$ cat config.mk
export PLATFORM = sky130hd
export DESIGN_NAME = deserializer
export DESIGN_NICKNAME = d
export VERILOG_FILES = /design/src/rtl/deserializer.sv
export SDC_FILE = /design/constraint.sdc
export NUM_CORES = 1
export LEC_CHECK = 0
export CORE_MARGIN = 10
export CORE_UTILIZATION = 35
export DETAILED_ROUTE_END_ITERATION = 8
export PLACE_DENSITY = 0.62
export SETUP_SLACK_MARGIN = 0.1
export SLEW_MARGIN = 20
export SYNTH_ARGS = -nofsm -noshare
export SYNTH_HDL_FRONTEND = slang
export SYNTH_SLANG_ARGS = --single-unit
$ cat constraint.sdc
create_clock -name clk -period 1.1 [get_ports clk]
set_input_delay 0.22 -clock clk [delete_from_list [all_inputs] [get_ports clk]]
set_output_delay 0.22 -clock clk [all_outputs]
set_load 0.02 [all_outputs]
$ cat src/rtl/deserializer.sv
`default_nettype none
// ============================================================================
// Module   : deserializer
// Function : narrow-to-wide valid/ready width converter, first beat in LSBs.
//            Define DESERIALIZER_FLUSH_EN to add the in_flush early-close port.
// Revision : 1.0
// ============================================================================
module deserializer #(
  parameter int INLOGBITS  = 5,
  parameter int OUTLOGBITS = 6
) (
  input  logic                        clk,
  input  logic                        reset,
  input  logic                        in_valid,
  output logic                        in_ready,
  input  logic [(1<<INLOGBITS)-1:0]   in_data,
`ifdef DESERIALIZER_FLUSH_EN
  input  logic                        in_flush,
`endif
  output logic                        out_valid,
  input  logic                        out_ready,
  output logic [(1<<OUTLOGBITS)-1:0]  out_data
);

  localparam int INWIDTH    = 1 << INLOGBITS;
  localparam int OUTWIDTH   = 1 << OUTLOGBITS;
  localparam int LOGBITDIFF = OUTLOGBITS - INLOGBITS;
  localparam int CNTW       = (LOGBITDIFF > 0) ? LOGBITDIFF : 1;
  localparam int NBEATS     = 1 << CNTW;
  // The top lane is never parked: the final beat goes straight to out_data.
  localparam int ACCWIDTH   = OUTWIDTH - INWIDTH;
  localparam logic [CNTW-1:0] c_MAXCNT = CNTW'(NBEATS - 1);

  generate
    if (OUTLOGBITS <= INLOGBITS) begin : g_bad_widths
      $error("deserializer: OUTLOGBITS must be greater than INLOGBITS");
    end
  endgenerate

  logic [CNTW-1:0]     r_cnt;
  logic [ACCWIDTH-1:0] r_acc;
  logic                r_out_valid;
  logic [OUTWIDTH-1:0] r_out_data;

  logic                w_flush;
  logic                w_final;
  logic                w_accept;
  logic                w_complete;
  logic [OUTWIDTH-1:0] w_word;

`ifdef DESERIALIZER_FLUSH_EN
  assign w_flush = in_flush;

  // Early-closed word: filled lanes from acc, current lane from in_data, rest zero.
  generate
    for (genvar i = 0; i < NBEATS; i++) begin : g_lane
      localparam logic [CNTW-1:0] c_LANE = CNTW'(i);
      if (i < NBEATS - 1) begin : g_low
        assign w_word[i*INWIDTH +: INWIDTH] =
          (c_LANE < r_cnt)  ? r_acc[i*INWIDTH +: INWIDTH] :
          (c_LANE == r_cnt) ? in_data : '0;
      end else begin : g_top
        assign w_word[i*INWIDTH +: INWIDTH] = (r_cnt == c_LANE) ? in_data : '0;
      end
    end
  endgenerate
`else
  assign w_flush = 1'b0;
  assign w_word  = {in_data, r_acc};
`endif

  assign w_final    = (r_cnt == c_MAXCNT) || w_flush;
  assign in_ready   = !reset && (!w_final || !r_out_valid || out_ready);
  assign w_accept   = in_valid && in_ready;
  assign w_complete = w_accept && w_final;

  always_ff @(posedge clk) begin
    if (reset) begin
      r_cnt <= '0;
      r_acc <= '0;
    end else if (w_accept) begin
      if (w_complete) begin
        r_cnt <= '0;
      end else begin
        r_cnt <= r_cnt + 1'b1;
        for (int i = 0; i < NBEATS - 1; i++) begin
          if (r_cnt == CNTW'(i)) begin
            r_acc[i*INWIDTH +: INWIDTH] <= in_data;
          end
        end
      end
    end
  end

  // A completing word takes priority over a drain, so the slot never bubbles.
  always_ff @(posedge clk) begin
    if (reset) begin
      r_out_valid <= 1'b0;
      r_out_data  <= '0;
    end else if (w_complete) begin
      r_out_valid <= 1'b1;
      r_out_data  <= w_word;
    end else if (r_out_valid && out_ready) begin
      r_out_valid <= 1'b0;
    end
  end

  assign out_valid = r_out_valid;
  assign out_data  = r_out_data;

endmodule

`default_nettype wire
### Word-level counts from Yosys, hierarchy flattened

Index checks and enable logic that the tools add are counted.

| storage, ports and cells | value |
|---|---|
| flip-flop bits (word level) | 98 |
| input bits | 36 |
| output and inout port bits | 66 |

| cells by class | value |
|---|---|
| add/subtract/negate cells | 1 |
| multiplexer cells | 3 |
| bitwise operators | 2 |
| reduce and logical (&&, ||, !) cells | 11 |

Operators with widths:

| operator | number |
|---|---|
| logical AND 1 bit | 4 |
| zero test 1 bit | 3 |
| two-way mux 1 bit | 3 |
| AND reduction 3 bit | 1 |
| logical OR 1 bit | 2 |
| inverter 1 bit | 2 |
| nonzero test 2 bit | 1 |
| adder 1 bit, second input constant | 1 |

### Depth between registers and ports, before layout

Gate-level depths: netlist (run 1).

| logic depth | value |
|---|---|
| depth in word-level cells | 8 |
| mapped depth | 6 |
| depth with buffers taken out | 3 |

### Least setup slack after synthesis (run 1)

No wires, ideal clock.

| timing path | value |
|---|---|
| path kind | reg2out |
| from | register r_out_valid, in the netlist out_valid |
| to | output port in_ready |
| arrival time | 1.145 ns |
| setup slack | -0.265 ns |
| stages on the path, launching flop included | 4 |
| buffers on the path | 1 |
| cell sequence | dfxtp_1 -> nor2b_1 -> clkbuf_1 -> a21oi_1 |

| between the ends | value |
|---|---|
| cells in the longest elaborated chain, start to end | 4 |

Ends and longest elaborated chain:

| what | line | RTL |
|---|---|---|
| from (decl) | 42 | `logic r_out_valid;` |
| from (signal assigned) | 98 | `r_out_valid <= 1'b0;` |
| from (signal assigned) | 101 | `r_out_valid <= 1'b1;` |
| from (signal assigned) | 104 | `r_out_valid <= 1'b0;` |
| zero test 1 bit | 73 | `assign in_ready = !reset && (!w_final \|\| !r_out_valid \|\| out_ready);` |
| logical OR 1 bit (2 in a row) | 73 |  |
| logical AND 1 bit | 73 |  |
| to (decl) | 15 | `output logic in_ready,` |

No other way between the ends.

### Final worst setup path (run 1)

Ends and elaborated chain as after synthesis.

==> impl_metrics.json, run 1 <==
{
  "finalCritPeriodShare": 1.22,
  "timing.final.crit_period_ns": 1.34,
  "worst_r2r_path_depth": 4,
  "worstPathMaxFanout": 3,
  "worstPathArrival_ns": 1.12,
  "setup_viol_count_final": 100,
  "vias_per_cell": 5.23,
  "track_usage": 0.149,
  "yosysUniqueCellTypes": 20,
  "placementRows": 37,
  "timing.hold.ws_ns": 0.256,
  "timing.final.hold_violations": 0,
  "layout.cell_area.non_filler_mm2": 0.00604,
  "grt_max_degree": 38,
  "worst_setup_hold_path_clk_slew_ns": 0.10,
  "max-cap-violations": 0,
  "post-route-drc-count": 0,
  "endpoint_kind": "output pin",
  "synth_area_per_cell_um2": 8.52,
  "fp.dieArea_mm2": 0.0154,
  "fin_worst_skew_ns": 0.00992,
  "classification_of_the_worst_setup_path": "register to output pin",
  "clock_sink_count": 98,
  "nets": 593,
  "cts_tree": "built",
  "synth_top_area_share": 0.519,
  "drtPass1Iterations": 4,
  "layout_overhead_on_the_synthesized_area_pct": 59.8,
  "ir_worst_vdd_mv": 0.749,
  "tightest_hold_check_type": "input pin to register",
  "failed_checks": "setup timing",
  "postRouteWirelength_mm": 12.6,
  "instances_no_fill": 698,
  "netlist_area_mm2": 0.00378,
  "final_antenna_net_count": 0,
  "post_route_cells_drive_above_1_share": 0.493,
  "synth_enable_flop_cells": 0,
  "dp_slack_ns": -0.664,
  "dominantRegCellSynth": "sky130_fd_sc_hd__dfxtp_1",
  "die-height_um": 124,
  "min_path_cells": 3,
  "route.vias.total": 3651,
  "grt_antenna_before_repair": 0,
  "gp_congestion": 0.746,
  "netlist_top_cells_area": "sky130_fd_sc_hd__dfxtp_1 52%, sky130_fd_sc_hd__o311ai_1 8.8%, sky130_fd_sc_hd__inv_1 6.5%",
  "post-route-util": 0.580,
  "clock_tree.htree_level_count": 3,
  "asyncSetResetFlopFracSynth": 0,
  "ys_seq_area_frac": 0.519,
  "run_status": "complete, but fails checks",
  "worstMarginPinSlew_ns": 0.462,
  "total_power_after_layout_mw": 7.02,
  "finalSetupTns_ns": -16.93,
  "library_cell_with_the_highest_instance_count_after_synthesis": "sky130_fd_sc_hd__dfxtp_1",
  "syn_inst": 444,
  "cts_buffers": 9,
  "cts.root.buffer_cell": "sky130_fd_sc_hd__clkbuf_8",
  "cp_data_required_time_ns": 0.88,
  "holdBufCountCts": 0,
  "post-synth-top-area-cell": "sky130_fd_sc_hd__dfxtp_1",
  "worst_slew_margin_rel": 0.692,
  "post_dp_cell_area_mm2": 0.00501,
  "p_leak_nw": 2.35,
  "timing.fmax_mhz": 747,
  "yosys_register_bits": 98,
  "cellPowerDensity_mw_per_mm2": 1160,
  "grt_pass1_wl_mm": 18.1,
  "worstSetupStartpointType": "register",
  "max-clock-path-buffers": 2,
  "final_critical_path_setup_slack_ns": -0.239,
  "clkLatencyLatePin_ns": 0.37,
  "filler_cell_count": 926,
  "core_area_mm2": 0.0104,
  "synthTopCellsByCount": "98 x sky130_fd_sc_hd__dfxtp_1, 65 x sky130_fd_sc_hd__inv_1, 64 x sky130_fd_sc_hd__nand2_1",
  "io_buffer_count": 101,
  "routedWlPerCell_um": 18.0,
  "gr-total-overflow": 0,
  "floorplan.die.width_um": 124,
  "io-pin-count": 102,
  "postSynthNetCount": 480,
  "timing.final.max_slew_violations": 0,
  "yosys_warnings": 0,
  "setup_repair_after_global_routing_missed_its_margin": "yes",
  "drt_iter0_markers": 371,
  "first_global_vias": 3484,
  "hpwl_dp_mm": 7.35,
  "placed_instances": 658,
  "diodes": 0,
  "starting_density_of_the_core": 0.363
}
-- power by group --
part	total, mW	switching [mW]	internal, mW	leakage [nW]
sequential	3.75	0.0782	3.67	0.828
clock	2.14	1.30	0.842	0.0843
combinational	1.13	0.611	0.522	1.44
total	7.02	1.99	5.04	2.35
-- flip-flops by register name (all words and copies together), names as in the netlist --
| name | flops |
|---|---|
| out_valid | 1 |
| r_acc | 32 |
| r_cnt | 1 |
| out_data | 64 |
-- worst max-delay path, stage by stage, from the launching register on --
cell and delay [ns]:
sky130_fd_sc_hd__dfxtp_4 0.36, sky130_fd_sc_hd__nor2b_4 0.13, sky130_fd_sc_hd__a21oi_2 0.13, sky130_fd_sc_hd__buf_6 0.13
-- cell usage in the layout (no fill, tap or decap), drive strengths merged, types with 2 or more instances in the layout --
cell type,count
inv,69
o311ai,64
nand2,64
clkdlybuf4s50,33
buf,109
dfxtp,98
o21ai,64
a21oi,34
clkbuf,16
clkinv,2
-- cells by family (layout without fill, tap and decap cells) --
family,Yosys count,after routing,share of synthesized area
simple gates,70,70,0.0754
flops,98,98,0.519
compound gates,163,163,0.280
buf+inv,113,231,0.126
-- timing repair --
action	CTS	global route
pin swaps	22	16
setup endpoints to repair	164	164
buffers inserted	9	5
gates cloned	3	7
gates resized for setup	481	99
-- routing by layer --
| layer | up-vias | track usage | share of wire |
|---|---|---|---|
| li1 | 1766 | - | - |
| met1 | 1770 | 0.174 | 0.43 |
| met2 | 104 | 0.243 | 0.47 |
| met3 | 11 | 0.0597 | 0.083 |
| met4 | 0 | 0.0496 | 0.014 |
| met5 | - | 0 | 0 |
-- cell type report --
| type | instances | area, µm² | share of cell area |
|---|---|---|---|
| multi-input combinational | 233 | 1690 | 0.280 |
| sequential | 98 | 2050 | 0.339 |
| tap | 136 | 170 | 0.0282 |
| clock buffer | 11 | 131 | 0.0217 |
| inverter | 67 | 251 | 0.0416 |
| timing repair buffer | 148 | 1710 | 0.283 |
| clock inverter | 5 | 38.8 | 0.00642 |
-- path summary, 6_finish.rpt --
check | start | end | slack, ns
setup reg to reg | out_valid | out_data[8] | -0.22
hold / removal | reset | r_acc[13] | 0.26
hold reg to reg | r_acc[26] | out_data[26] | 0.44
setup / recovery | out_valid | in_ready | -0.24
Note: power is estimated with default switching activity, not from simulation.
==> inputs of run 2 (changes only) <==
--- a/config.mk
+++ b/config.mk
@@ -6,9 +6,8 @@
 export NUM_CORES = 1
 export LEC_CHECK = 0
 export CORE_MARGIN = 10
-export CORE_UTILIZATION = 35
+export CORE_UTILIZATION = 30
 export DETAILED_ROUTE_END_ITERATION = 8
-export PLACE_DENSITY = 0.62
 export SETUP_SLACK_MARGIN = 0.1
 export SLEW_MARGIN = 20
 export SYNTH_ARGS = -nofsm -noshare
==> run 2 against run 1 <==
- the run still ends with setup timing left
- final cell count rose by 9.9%
- combinational power up 27%
- worst hold slack improved by 0.054 ns
- sequential power about the same
- critical path depth rose by 2
- routed wire length increased by 23%
- via count rose by 8.5%
- setup slack lost 0.018 ns
- total power is 17% higher
- clock skew shrank 0.0020 ns
- sequential share of layout area decreased by 5.6 points
==> impl_metrics.json, run 2 (same netlist as run 1, synthesis figures left out) <==
{
  "cellPowerDensity_mw_per_mm2": 1120,
  "instances_no_fill": 767,
  "io_buffer_count": 101,
  "regToRegStartpoint": "r_cnt",
  "first_global_vias": 3871,
  "clock_tree.htree_level_count": 3,
  "commonest_cells_after_routing_fill_and_taps_aside": "70 x sky130_fd_sc_hd__buf_6, 64 x sky130_fd_sc_hd__inv_1, 58 x sky130_fd_sc_hd__dfxtp_2",
  "worst_r2r_path_depth": 5,
  "timing.hold.worst.start": "reset",
  "timing.final.hold_violations": 0,
  "failed_checks": "setup timing",
  "flip_flop_count_of_the_largest_register_after_layout": 64,
  "final_antenna_net_count": 0,
  "starting_density_of_the_core": 0.311,
  "vias_per_cell": 5.17,
  "postRouteWirelength_mm": 15.5,
  "worstPathMaxFanout": 10,
  "cts_buffers": 9,
  "layout_overhead_on_the_synthesized_area_pct": 93.1,
  "dp_slack_ns": -0.719,
  "endpoint_kind": "register",
  "run_status": "complete, but fails checks",
  "tightest_hold_check_type": "input pin to register",
  "route.vias.total": 3963,
  "timing.final.crit_period_ns": 1.36,
  "ir_worst_vdd_mv": 0.694,
  "final_common_cell": "sky130_fd_sc_hd__buf_6",
  "cts_tree": "built",
  "placed_instances": 692,
  "worstMarginPinSlew_ns": 0.680,
  "max-clock-path-buffers": 2,
  "hpwl_dp_mm": 8.10,
  "gr-total-overflow": 0,
  "core_area_mm2": 0.0122,
  "drtPass1Iterations": 4,
  "grt_antenna_before_repair": 0,
  "worst_slew_margin_rel": 0.547,
  "hold_end": "r_cnt",
  "worstPathArrival_ns": 1.58,
  "setup_viol_count_final": 100,
  "p_leak_nw": 2.75,
  "io-pin-count": 102,
  "finalCritPeriodShare": 1.23,
  "die-height_um": 132,
  "timing.fmax_mhz": 737,
  "rrSetupSlack_ns": -0.26,
  "setup_repair_after_global_routing_missed_its_margin": "yes",
  "grt_pass1_wl_mm": 21.4,
  "max-cap-violations": 0,
  "gp_congestion": 0.799,
  "worstSetupStartpointType": "register",
  "nets": 629,
  "cp_data_required_time_ns": 1.33,
  "min_path_cells": 3,
  "drt_iter0_markers": 270,
  "classification_of_the_worst_setup_path": "register to register",
  "grt_max_degree": 36,
  "post-route-drc-count": 0,
  "routedWlPerCell_um": 20.1,
  "final_critical_path_setup_slack_ns": -0.257,
  "clkLatencyLatePin_ns": 0.35,
  "worst_setup_hold_path_clk_slew_ns": 0.07,
  "fp.dieArea_mm2": 0.0175,
  "cts.root.buffer_cell": "sky130_fd_sc_hd__clkbuf_16",
  "fin_worst_skew_ns": 0.00789,
  "holdBufCountCts": 0,
  "track_usage": 0.152,
  "clock_sink_count": 98,
  "timing.final.max_slew_violations": 0,
  "floorplan.die.width_um": 132,
  "post_route_cells_drive_above_1_share": 0.589,
  "placementRows": 40,
  "timing.hold.ws_ns": 0.310,
  "critical_path.reg2reg.endpoint": "r_acc[18]"
}
[run 2: cell count changes in the layout (fill, tap and decap cells not counted), moves of 10 or more]
cell,change
sky130_fd_sc_hd__nand2_2,-10
sky130_fd_sc_hd__o311ai_1,-37
sky130_fd_sc_hd__nand2_4,+10
sky130_fd_sc_hd__clkbuf_16,+12
sky130_fd_sc_hd__buf_4,+25
sky130_fd_sc_hd__o311ai_2,+16
sky130_fd_sc_hd__o311ai_4,+24
[run 2: critical path: stages (launching register included)]
cell                        delay, ns
sky130_fd_sc_hd__dfxtp_2         0.34
sky130_fd_sc_hd__buf_6           0.14
sky130_fd_sc_hd__or3b_4          0.44
sky130_fd_sc_hd__clkbuf_16       0.20
sky130_fd_sc_hd__nand2_1         0.06
sky130_fd_sc_hd__a21oi_1         0.06
[run 2: power by group]
part	switching [mW]	total, mW	internal, mW
combinational	0.795	1.44	0.640
clock	1.37	3.01	1.65
sequential	0.0916	3.75	3.66
[run 2: final cells by class]
| type | count | area (µm²) |
|---|---|---|
| repair buffers | 184 | 2210 |
| diodes | 1 | 2.50 |
| inverters | 67 | 259 |
| multi-input cells | 233 | 2270 |
| fillers | 962 | 4860 |
| flip-flops and latches | 98 | 2060 |
| well taps | 168 | 210 |
| clock inverters | 5 | 28.8 |
| clock buffers | 11 | 253 |
[run 2: through the flow]
step | utilization | power (mW) | setup TNS, ns | instance area, µm²
6_report | 0.600 | 8.20 | -17.51 | 7300
5_1_grt | 0.600 | 8.47 | -21.34 | 7300
2_1_floorplan | - | 4.26 | -5.46 | 3890
3_3_place_gp | 0.415 | 4.69 | -53.87 | 5050
4_1_cts | 0.508 | 7.94 | -15.50 | 6180
3_5_place_dp | 0.415 | 4.70 | -55.33 | 5050
[run 2: worst max-delay path by stage]
stage	slack, ns	endpoint	cells after the start	from
after floorplan	-0.1	out_data[15]	5	out_valid
after global placement	-0.71	in_ready	4	out_ready
after detailed placement	-0.72	in_ready	4	out_ready
after CTS	-0.26	in_ready	3	out_valid
after global routing	-0.29	r_acc[24]	5	r_cnt
final	-0.26	r_acc[18]	5	r_cnt
[run 2: repair_timing]
item,CTS,global route
resized for setup,545,130
cloned,9,8
endpoints found under the setup margin,164,164
pin swaps,3,6
buffers inserted,8,33
[run 2: layer usage]
metal,share of wire,global-route usage
met5,0,0
met4,0.015,0.0532
met3,0.067,0.0514
met2,0.47,0.237
met1,0.44,0.191
==> inputs of run 3 (changes only) <==
--- a/config.mk
+++ b/config.mk
@@ -8,6 +8,7 @@
 export CORE_MARGIN = 10
 export CORE_UTILIZATION = 30
 export DETAILED_ROUTE_END_ITERATION = 8
+export HOLD_SLACK_MARGIN = 0.05
 export SETUP_SLACK_MARGIN = 0.1
 export SLEW_MARGIN = 20
 export SYNTH_ARGS = -nofsm -noshare
==> results of run 3 <==
Final layout, timing and power as in run 2 (identical DEF).
